## src/rtl/iq_mixer_dec.sv

```systemverilog
// fs/4 quadrature mixer with integrate-and-dump decimation.
// Stage 0 tracks LO phase/frame position, stage 1 registers the mix, stage 2 accumulates and dumps.
module iq_mixer_dec #(
    parameter  int IN_W  = 7,
    parameter  int DEC   = 4,
    localparam int OUT_W = IN_W + 2 + $clog2(DEC)
) (
    input  logic                    clk,
    input  logic                    reset,
    input  logic                    in_valid,
    input  logic signed [IN_W-1:0]  i_if,
    input  logic signed [IN_W-1:0]  q_if,
    input  logic                    conj,
    input  logic                    phase_clr,
    output logic signed [OUT_W-1:0] i_bb,
    output logic signed [OUT_W-1:0] q_bb,
    output logic                    out_valid,
    output logic [1:0]              lo_phase
);

    localparam int MW = IN_W + 1;
    localparam int KW = (DEC > 1) ? $clog2(DEC) : 1;
    localparam logic [KW-1:0] K_LAST = KW'(DEC - 1);

    logic [1:0]           p;
    logic [KW-1:0]        f_cnt;
    logic                 conj_f;
    logic [1:0]           p_use;
    logic                 frame_start;
    logic                 conj_eff;
    logic signed [MW-1:0] i_ext;
    logic signed [MW-1:0] q_ext;
    logic signed [MW-1:0] mix_i_d;
    logic signed [MW-1:0] mix_q_d;

    logic                 s1_valid;
    logic signed [MW-1:0] mix_i;
    logic signed [MW-1:0] mix_q;

    logic [KW-1:0]           k;
    logic signed [OUT_W-1:0] acc_i;
    logic signed [OUT_W-1:0] acc_q;
    logic signed [OUT_W-1:0] mix_i_x;
    logic signed [OUT_W-1:0] mix_q_x;
    logic signed [OUT_W-1:0] sum_i;
    logic signed [OUT_W-1:0] sum_q;

    // A phase_clr with a coincident sample restarts the frame on that very sample.
    always_comb begin
        p_use       = phase_clr ? 2'd0 : p;
        frame_start = phase_clr || (f_cnt == '0);
        conj_eff    = frame_start ? conj : conj_f;
        i_ext       = {i_if[IN_W-1], i_if};
        q_ext       = {q_if[IN_W-1], q_if};
        mix_i_d     = i_ext;
        mix_q_d     = q_ext;
        case (p_use)
            2'd0: begin
                mix_i_d = i_ext;
                mix_q_d = q_ext;
            end
            2'd2: begin
                mix_i_d = -i_ext;
                mix_q_d = -q_ext;
            end
            default: begin
                // Odd phases: effective sin is +1 for p=1, -1 for p=3, flipped by conj.
                if ((p_use == 2'd1) != conj_eff) begin
                    mix_i_d = -q_ext;
                    mix_q_d = i_ext;
                end else begin
                    mix_i_d = q_ext;
                    mix_q_d = -i_ext;
                end
            end
        endcase
    end

    always_ff @(posedge clk) begin
        if (reset) begin
            p      <= 2'd0;
            f_cnt  <= '0;
            conj_f <= 1'b0;
        end else if (in_valid) begin
            p <= p_use + 2'd1;
            if (DEC == 1)
                f_cnt <= '0;
            else
                f_cnt <= (phase_clr ? KW'(0) : f_cnt) + KW'(1);
            if (frame_start)
                conj_f <= conj;
        end else if (phase_clr) begin
            p     <= 2'd0;
            f_cnt <= '0;
        end
    end

    always_ff @(posedge clk) begin
        if (reset) begin
            s1_valid <= 1'b0;
            mix_i    <= '0;
            mix_q    <= '0;
        end else begin
            s1_valid <= in_valid;
            if (in_valid) begin
                mix_i <= mix_i_d;
                mix_q <= mix_q_d;
            end
        end
    end

    always_comb begin
        mix_i_x = {{(OUT_W-MW){mix_i[MW-1]}}, mix_i};
        mix_q_x = {{(OUT_W-MW){mix_q[MW-1]}}, mix_q};
        sum_i   = (k == '0) ? mix_i_x : acc_i + mix_i_x;
        sum_q   = (k == '0) ? mix_q_x : acc_q + mix_q_x;
    end

    always_ff @(posedge clk) begin
        if (reset) begin
            k         <= '0;
            acc_i     <= '0;
            acc_q     <= '0;
            i_bb      <= '0;
            q_bb      <= '0;
            out_valid <= 1'b0;
        end else if (phase_clr) begin
            k         <= '0;
            acc_i     <= '0;
            acc_q     <= '0;
            out_valid <= 1'b0;
        end else begin
            out_valid <= 1'b0;
            if (s1_valid) begin
                acc_i <= sum_i;
                acc_q <= sum_q;
                if (k == K_LAST) begin
                    i_bb      <= sum_i;
                    q_bb      <= sum_q;
                    out_valid <= 1'b1;
                    k         <= '0;
                end else begin
                    k <= k + KW'(1);
                end
            end
        end
    end

    assign lo_phase = p;

endmodule
```

## config.mk

```make
export PLATFORM = sky130hd
export DESIGN_NAME = iq_mixer_dec
export DESIGN_NICKNAME = d
export VERILOG_FILES = /design/src/rtl/iq_mixer_dec.sv
export SDC_FILE = /design/constraint.sdc
export NUM_CORES = 1
export LEC_CHECK = 0
export CORE_MARGIN = 5
export CORE_UTILIZATION = 44
export DETAILED_ROUTE_END_ITERATION = 10
export GPL_ROUTABILITY_DRIVEN = 0
export GPL_TIMING_DRIVEN = 1
export PLACE_DENSITY_LB_ADDON = 0.1
export SYNTH_ARGS = -nofsm -noshare
export SYNTH_HDL_FRONTEND = slang
export SYNTH_SLANG_ARGS = --single-unit
```

## constraint.sdc

```tcl
create_clock -name clk -period 3.35 [get_ports clk]
set_clock_uncertainty 0.15 [all_clocks]
set_input_delay 0.335 -clock clk [delete_from_list [all_inputs] [get_ports clk]]
set_output_delay 0.335 -clock clk [all_outputs]
set_load 0.02 [all_outputs]
```

=== After elaboration in Yosys (flattened, before gate mapping) ===
Cells that the tools add are included.

* Bitwise gates (word level): 2
* Reduce and logical (&&, ||, !) cells: 7
* Add/sub/neg operators: 7
* Mux-type cells: 13
* Equality and inequality tests: 4

{| class="wikitable"
|+ Operators by type and width
! kind !! number
|-
| $pmux W8 S2 || 2
|-
| $add A11 B8 Y11 || 2
|-
| $mux W11 || 2
|-
| $mux W8 || 2
|-
| $neg A7 Y8 || 2
|-
| $mux W2 || 5
|-
| $add A2 B1 Y2 const B || 3
|-
| $logic_not A2 Y1 || 3
|-
| $eq A2 B2 Y1 const B || 2
|-
| $reduce_and A3 Y1 || 1
|-
| $reduce_or A3 Y1 || 1
|-
| $eq A2 B1 Y1 const B || 1
|-
| $mux W1 || 2
|-
| $not A1 Y1 || 2
|-
| $reduce_or A2 Y1 || 1
|-
| $logic_or A1 B1 Y1 || 1
|-
| $ne A1 B1 Y1 || 1
|}

* Register bits after elaboration: 69
* Output and inout port bits: 25

=== Depth between registers and ports, before layout ===
* Depth after elaboration: 6
* Mapped depth: 11
* Depth with buffers taken out: 9

=== Worst setup path before layout ===
OpenSTA, ideal clock, no wires.

* Path kind: register to register
* Start point: reg p[0], in the netlist lo_phase[0]
* End point: reg mix_q[2]
* Data required time: 3.108 ns
* Arrival: 2.238 ns
* Path slack: 0.870 ns
* Library setup time: 0.092 ns
* Path buffers: 2
* Stages on the path, launching flop included: 12
* Cell sequence: dfxtp_1 nand2b_1 clkinv_1 clkbuf_1 ha_1 nor2b_1 o21ai_0 buf_2 nand3b_1 xnor2_1 nor2_1 o32ai_1

* Word-level cells in the longest chain between the ends: 5
* Elaborated cells between the ends (all ways): 7
* Classes of those cells: eq/ne (3); mux (3); reduce/logical (1)

{| class="wikitable"
|+ RTL lines
! item !! RTL line !! text
|-
| start: declaration || 25 || <nowiki>logic [1:0] p;</nowiki>
|-
| start signal: assignment || 85 || <nowiki>p <= p_use + 2'd1;</nowiki>
|-
| $mux W2 * || -- ||
|-
| $eq A2 B1 Y1 || 68 || <nowiki>if ((p_use == 2'd1) != conj_eff) begin</nowiki>
|-
| $ne A1 B1 Y1 || 68 ||
|-
| $mux W8 || 68 ||
|-
| $pmux W8 S2 * || 57 || <nowiki>case (p_use)</nowiki>
|-
| end signal: assignment || 107 || <nowiki>mix_q <= mix_q_d;</nowiki>
|-
| end: declaration || 38 || <nowiki>logic signed [MW-1:0] mix_q;</nowiki>
|}

Mark *: on every way between the ends. The rest lies on a longest branch, timed or not.
A chain may end at the register's enable or synchronous reset.

=== Final worst setup path ===
* Start point: reg mix_i[0]
* End point: reg acc_i[10]

* Word-level cells in the longest chain between the ends: 2

{| class="wikitable"
|+ RTL lines
! item !! RTL line !! text
|-
| start: declaration || 37 || <nowiki>logic signed [MW-1:0] mix_i;</nowiki>
|-
| start signal: assignment || 106 || <nowiki>mix_i <= mix_i_d;</nowiki>
|-
| $add A11 B8 Y11 || 115 || <nowiki>sum_i = (k == '0) ? mix_i_x : acc_i + mix_i_x;</nowiki>
|-
| $mux W11 || 115 ||
|-
| end signal: assignment || 135 || <nowiki>acc_i <= sum_i;</nowiki>
|-
| end: declaration || 41 || <nowiki>logic signed [OUT_W-1:0] acc_i;</nowiki>
|}

Every way passes these cells.

==> flow_metrics.env <==
export IMPL_status="finished clean"
export IMPL_port_buffers=43
export IMPL_num_fill_cells=967
export IMPL_n_antenna_cell=0
export IMPL_nets=644
export IMPL_synth_area_mm2=0.00447
export IMPL_cts_resized=0
export IMPL_ioPinCount=44
export IMPL_syn_inst=567
export IMPL_place_inst=718
export IMPL_postRouteAntennaNets=0
export IMPL_antenna_found_initial=0
export IMPL_final_common_cell="dfxtp_1"
export IMPL_dr_pass1_iters=6
export IMPL_finalCritPeriodShare_pct=80.1
export IMPL_grt_pass1_vias=3957
export IMPL_syn2layout_area_growth_pct=15.9
export IMPL_path_max_fanout=5
export IMPL_synth_edf_count=0
export IMPL_cap_violations=0
export IMPL_p_sw_mw=0.531
export IMPL_pwr_share_clk_pct=33.8
export IMPL_overflow=0
export IMPL_viasPerCell=5.72
export IMPL_ys_seq_elements=69
export IMPL_drcViolationCount=0
export IMPL_synth_nets=615
export IMPL_slew_viol_final=0
export IMPL_die_area_mm2=0.0123
export IMPL_worstMarginPinSlew_ps=620
export IMPL_hold_path_class="flip-flop to flip-flop"
export IMPL_htreeDepth=3
export IMPL_fin_setup_tns_ps=0
export IMPL_syn_area_per_cell_um2=7.89
export IMPL_fmax_ghz=0.373
export IMPL_clk_pin_slew_ps=80
export IMPL_ir_worst_vdd_mv=0.207
export IMPL_cts_root_buf="clkbuf_8"
export IMPL_p_leak_nw=1.90
export IMPL_ys_flop_type="dfxtp_1"
export IMPL_period_minus_slack_ps=2680
export IMPL_crit_path_start_kind="flip-flop"
export IMPL_seq_power_share_pct=48.0
export IMPL_worstPathRequired_ps=3430
export IMPL_numCtsBuffers=9
export IMPL_grt_pass1_wl_mm=20.1
export IMPL_fin_util_pct=52.6
export IMPL_wl_per_cell_um=16.1
export IMPL_initial_core_util_pct=45.4
export IMPL_clock_path_buffers=2
export IMPL_arrival_ps=2760
export IMPL_track_usage_pct=19.6
export IMPL_synth_distinct_cells=58
export IMPL_finalSetupViolations=0
export IMPL_rsz0062_at_grt="false"
export IMPL_clk_latency_ps=350
export IMPL_mostFrequentLayoutCells="69 x dfxtp_1, 62 x nor2_1, 51 x nand2_1, 43 x clkdlybuf4s50_1, 41 x a21oi_1"
export IMPL_p_int_mw=1.28
export IMPL_hpwlAfterDp_mm=8.67
export IMPL_power_frac_comb_pct=18.2
export IMPL_drt_total_wl_mm=11.8
export IMPL_hold_viol_final=0
export IMPL_die_x_um=111
export IMPL_criticalPathCategory="flip-flop to flip-flop"
export IMPL_vias=4190
export IMPL_endpoint_kind="flip-flop"
export IMPL_yosys_warnings=0
export IMPL_cts_sinks=69
export IMPL_dieHeight_um=111
export IMPL_drt_iter0_markers=270
export IMPL_tritoncts="built"
export IMPL_power_total_mw=1.81
export IMPL_post_cts_setup_buffers=0
export IMPL_async_flop_share_pct=0
export IMPL_rows=36
export IMPL_stdcell_count=732
export IMPL_coreArea_mm2=0.00986
export IMPL_grt_max_degree=40
export IMPL_switching_share_pct=29.3
export IMPL_relSlewSlack_pct=58.6
export IMPL_yosysSeqAreaShare_pct=30.9
export IMPL_power_density_mw_per_mm2=350
export IMPL_ctsHoldBuffers=0
export IMPL_drive_gt1_share_pct=6.18
[per-stage QoR]
| step | area, um2 | hold slack [ps] | setup slack [ps] |
|---|---|---|---|
| 2_1_floorplan | 4470 | 295 | 870 |
| 3_3_place_gp | 5020 | 301 | 511 |
| 3_5_place_dp | 5020 | 307 | 472 |
| 4_1_cts | 5190 | 317 | 697 |
| 5_1_grt | 5190 | 332 | 564 |
| 6_report | 5190 | 319 | 666 |
[routing by layer]
layer	vias to the layer above	track usage [%]	part of all wire, %
li1	2115	-	-
met3	10	4.04	4.4
met1	1956	27.4	50
met5	-	0	0
met2	109	30.8	44
met4	0	5.50	1.2
[synthesized netlist by cell type, types with 3 or more instances]
master	number	area share (%)
o32ai_1	4	0.78
o21bai_1	5	0.84
o221ai_1	3	0.59
dfxtp_1	69	31
o31ai_1	3	0.50
a31o_2	3	0.59
ha_1	27	7.6
a21o_1	5	0.84
nand2b_1	11	1.5
clkbuf_1	28	2.3
nand3_1	13	1.5
nor3b_1	4	0.67
xnor2_1	14	2.7
nor3_1	12	1.3
a221oi_1	7	1.4
xor2_1	12	2.3
buf_1	5	0.42
nor2b_1	10	1.4
a211oi_1	28	4.7
o21a_1	4	0.67
o21ai_0	39	4.4
mux2i_1	14	3.1
buf_2	5	0.56
a21oi_1	41	4.6
nor2_1	63	5.3
or3_1	5	0.70
o31a_1	3	0.59
nand2_1	51	4.3
a31oi_1	11	1.5
inv_1	22	1.8
nand3b_1	4	0.67
o211ai_1	5	0.84
o22ai_1	3	0.42
a311oi_1	5	0.98
[registers in the layout, summed over array words and instances, names as in the netlist]
register,flops
mix_i,8
f_cnt,2
conj_f,1
k,2
mix_q,8
s1_valid,1
acc_q,11
acc_i,11
i_bb,11
out_valid,1
lo_phase,2
q_bb,11
[cell type report]
type / count / area [um2] / share of cell area, %
sequential: 69 / 1380 / 26.6
multi-input combinational: 437 / 2860 / 55.1
tap: 133 / 166 / 3.21
clock inverter: 2 / 10.0 / 0.193
timing repair buffer: 56 / 528 / 10.2
inverter: 23 / 86.3 / 1.66
clock buffer: 12 / 155 / 2.99
[path summary, 6_finish.rpt]
check	startpoint	to	slack, ps	cells past startpoint
worst max register to register	mix_i[0]$_SDFFE_PP0P_	acc_i[10]$_SDFFE_PP0P_	670	9
worst min register to register	i_bb[1]$_SDFFE_PP0P_	i_bb[1]$_SDFFE_PP0P_	320	2
worst max-delay path	mix_i[0]$_SDFFE_PP0P_	acc_i[10]$_SDFFE_PP0P_	670	9
worst min-delay path	i_bb[1]$_SDFFE_PP0P_	i_bb[1]$_SDFFE_PP0P_	320	2
[worst max-delay path, cell delays in order (launching register included)]
cell	delay (ps)
dfxtp_1	380
ha_1	220
inv_1	60
fa_1	430
nor2b_4	140
o31a_1	250
o31ai_4	110
o21ai_0	480
mux2i_1	250
o21ai_0	110
[cells by family after synthesis]
kind of cell,count (synthesis),synth area share (%)
fa+ha+maj,29,8.45
simple gates,183,19.2
buf+inv,61,5.26
xor+xnor,26,5.09
mux,17,3.89
flops,69,30.9
compound gates,182,27.2
[power groups by stage]
stage                     combinational [mW]  sequential [mW]  clock [mW]
final                                  0.331            0.871       0.613
after global routing                   0.367            0.875       0.675
after CTS                              0.328            0.871       0.629
after detailed placement               0.326            0.890           0
after global placement                 0.324            0.890           0
after floorplan                        0.236            0.881           0
No activity file was read; power rests on OpenSTA's default activity.
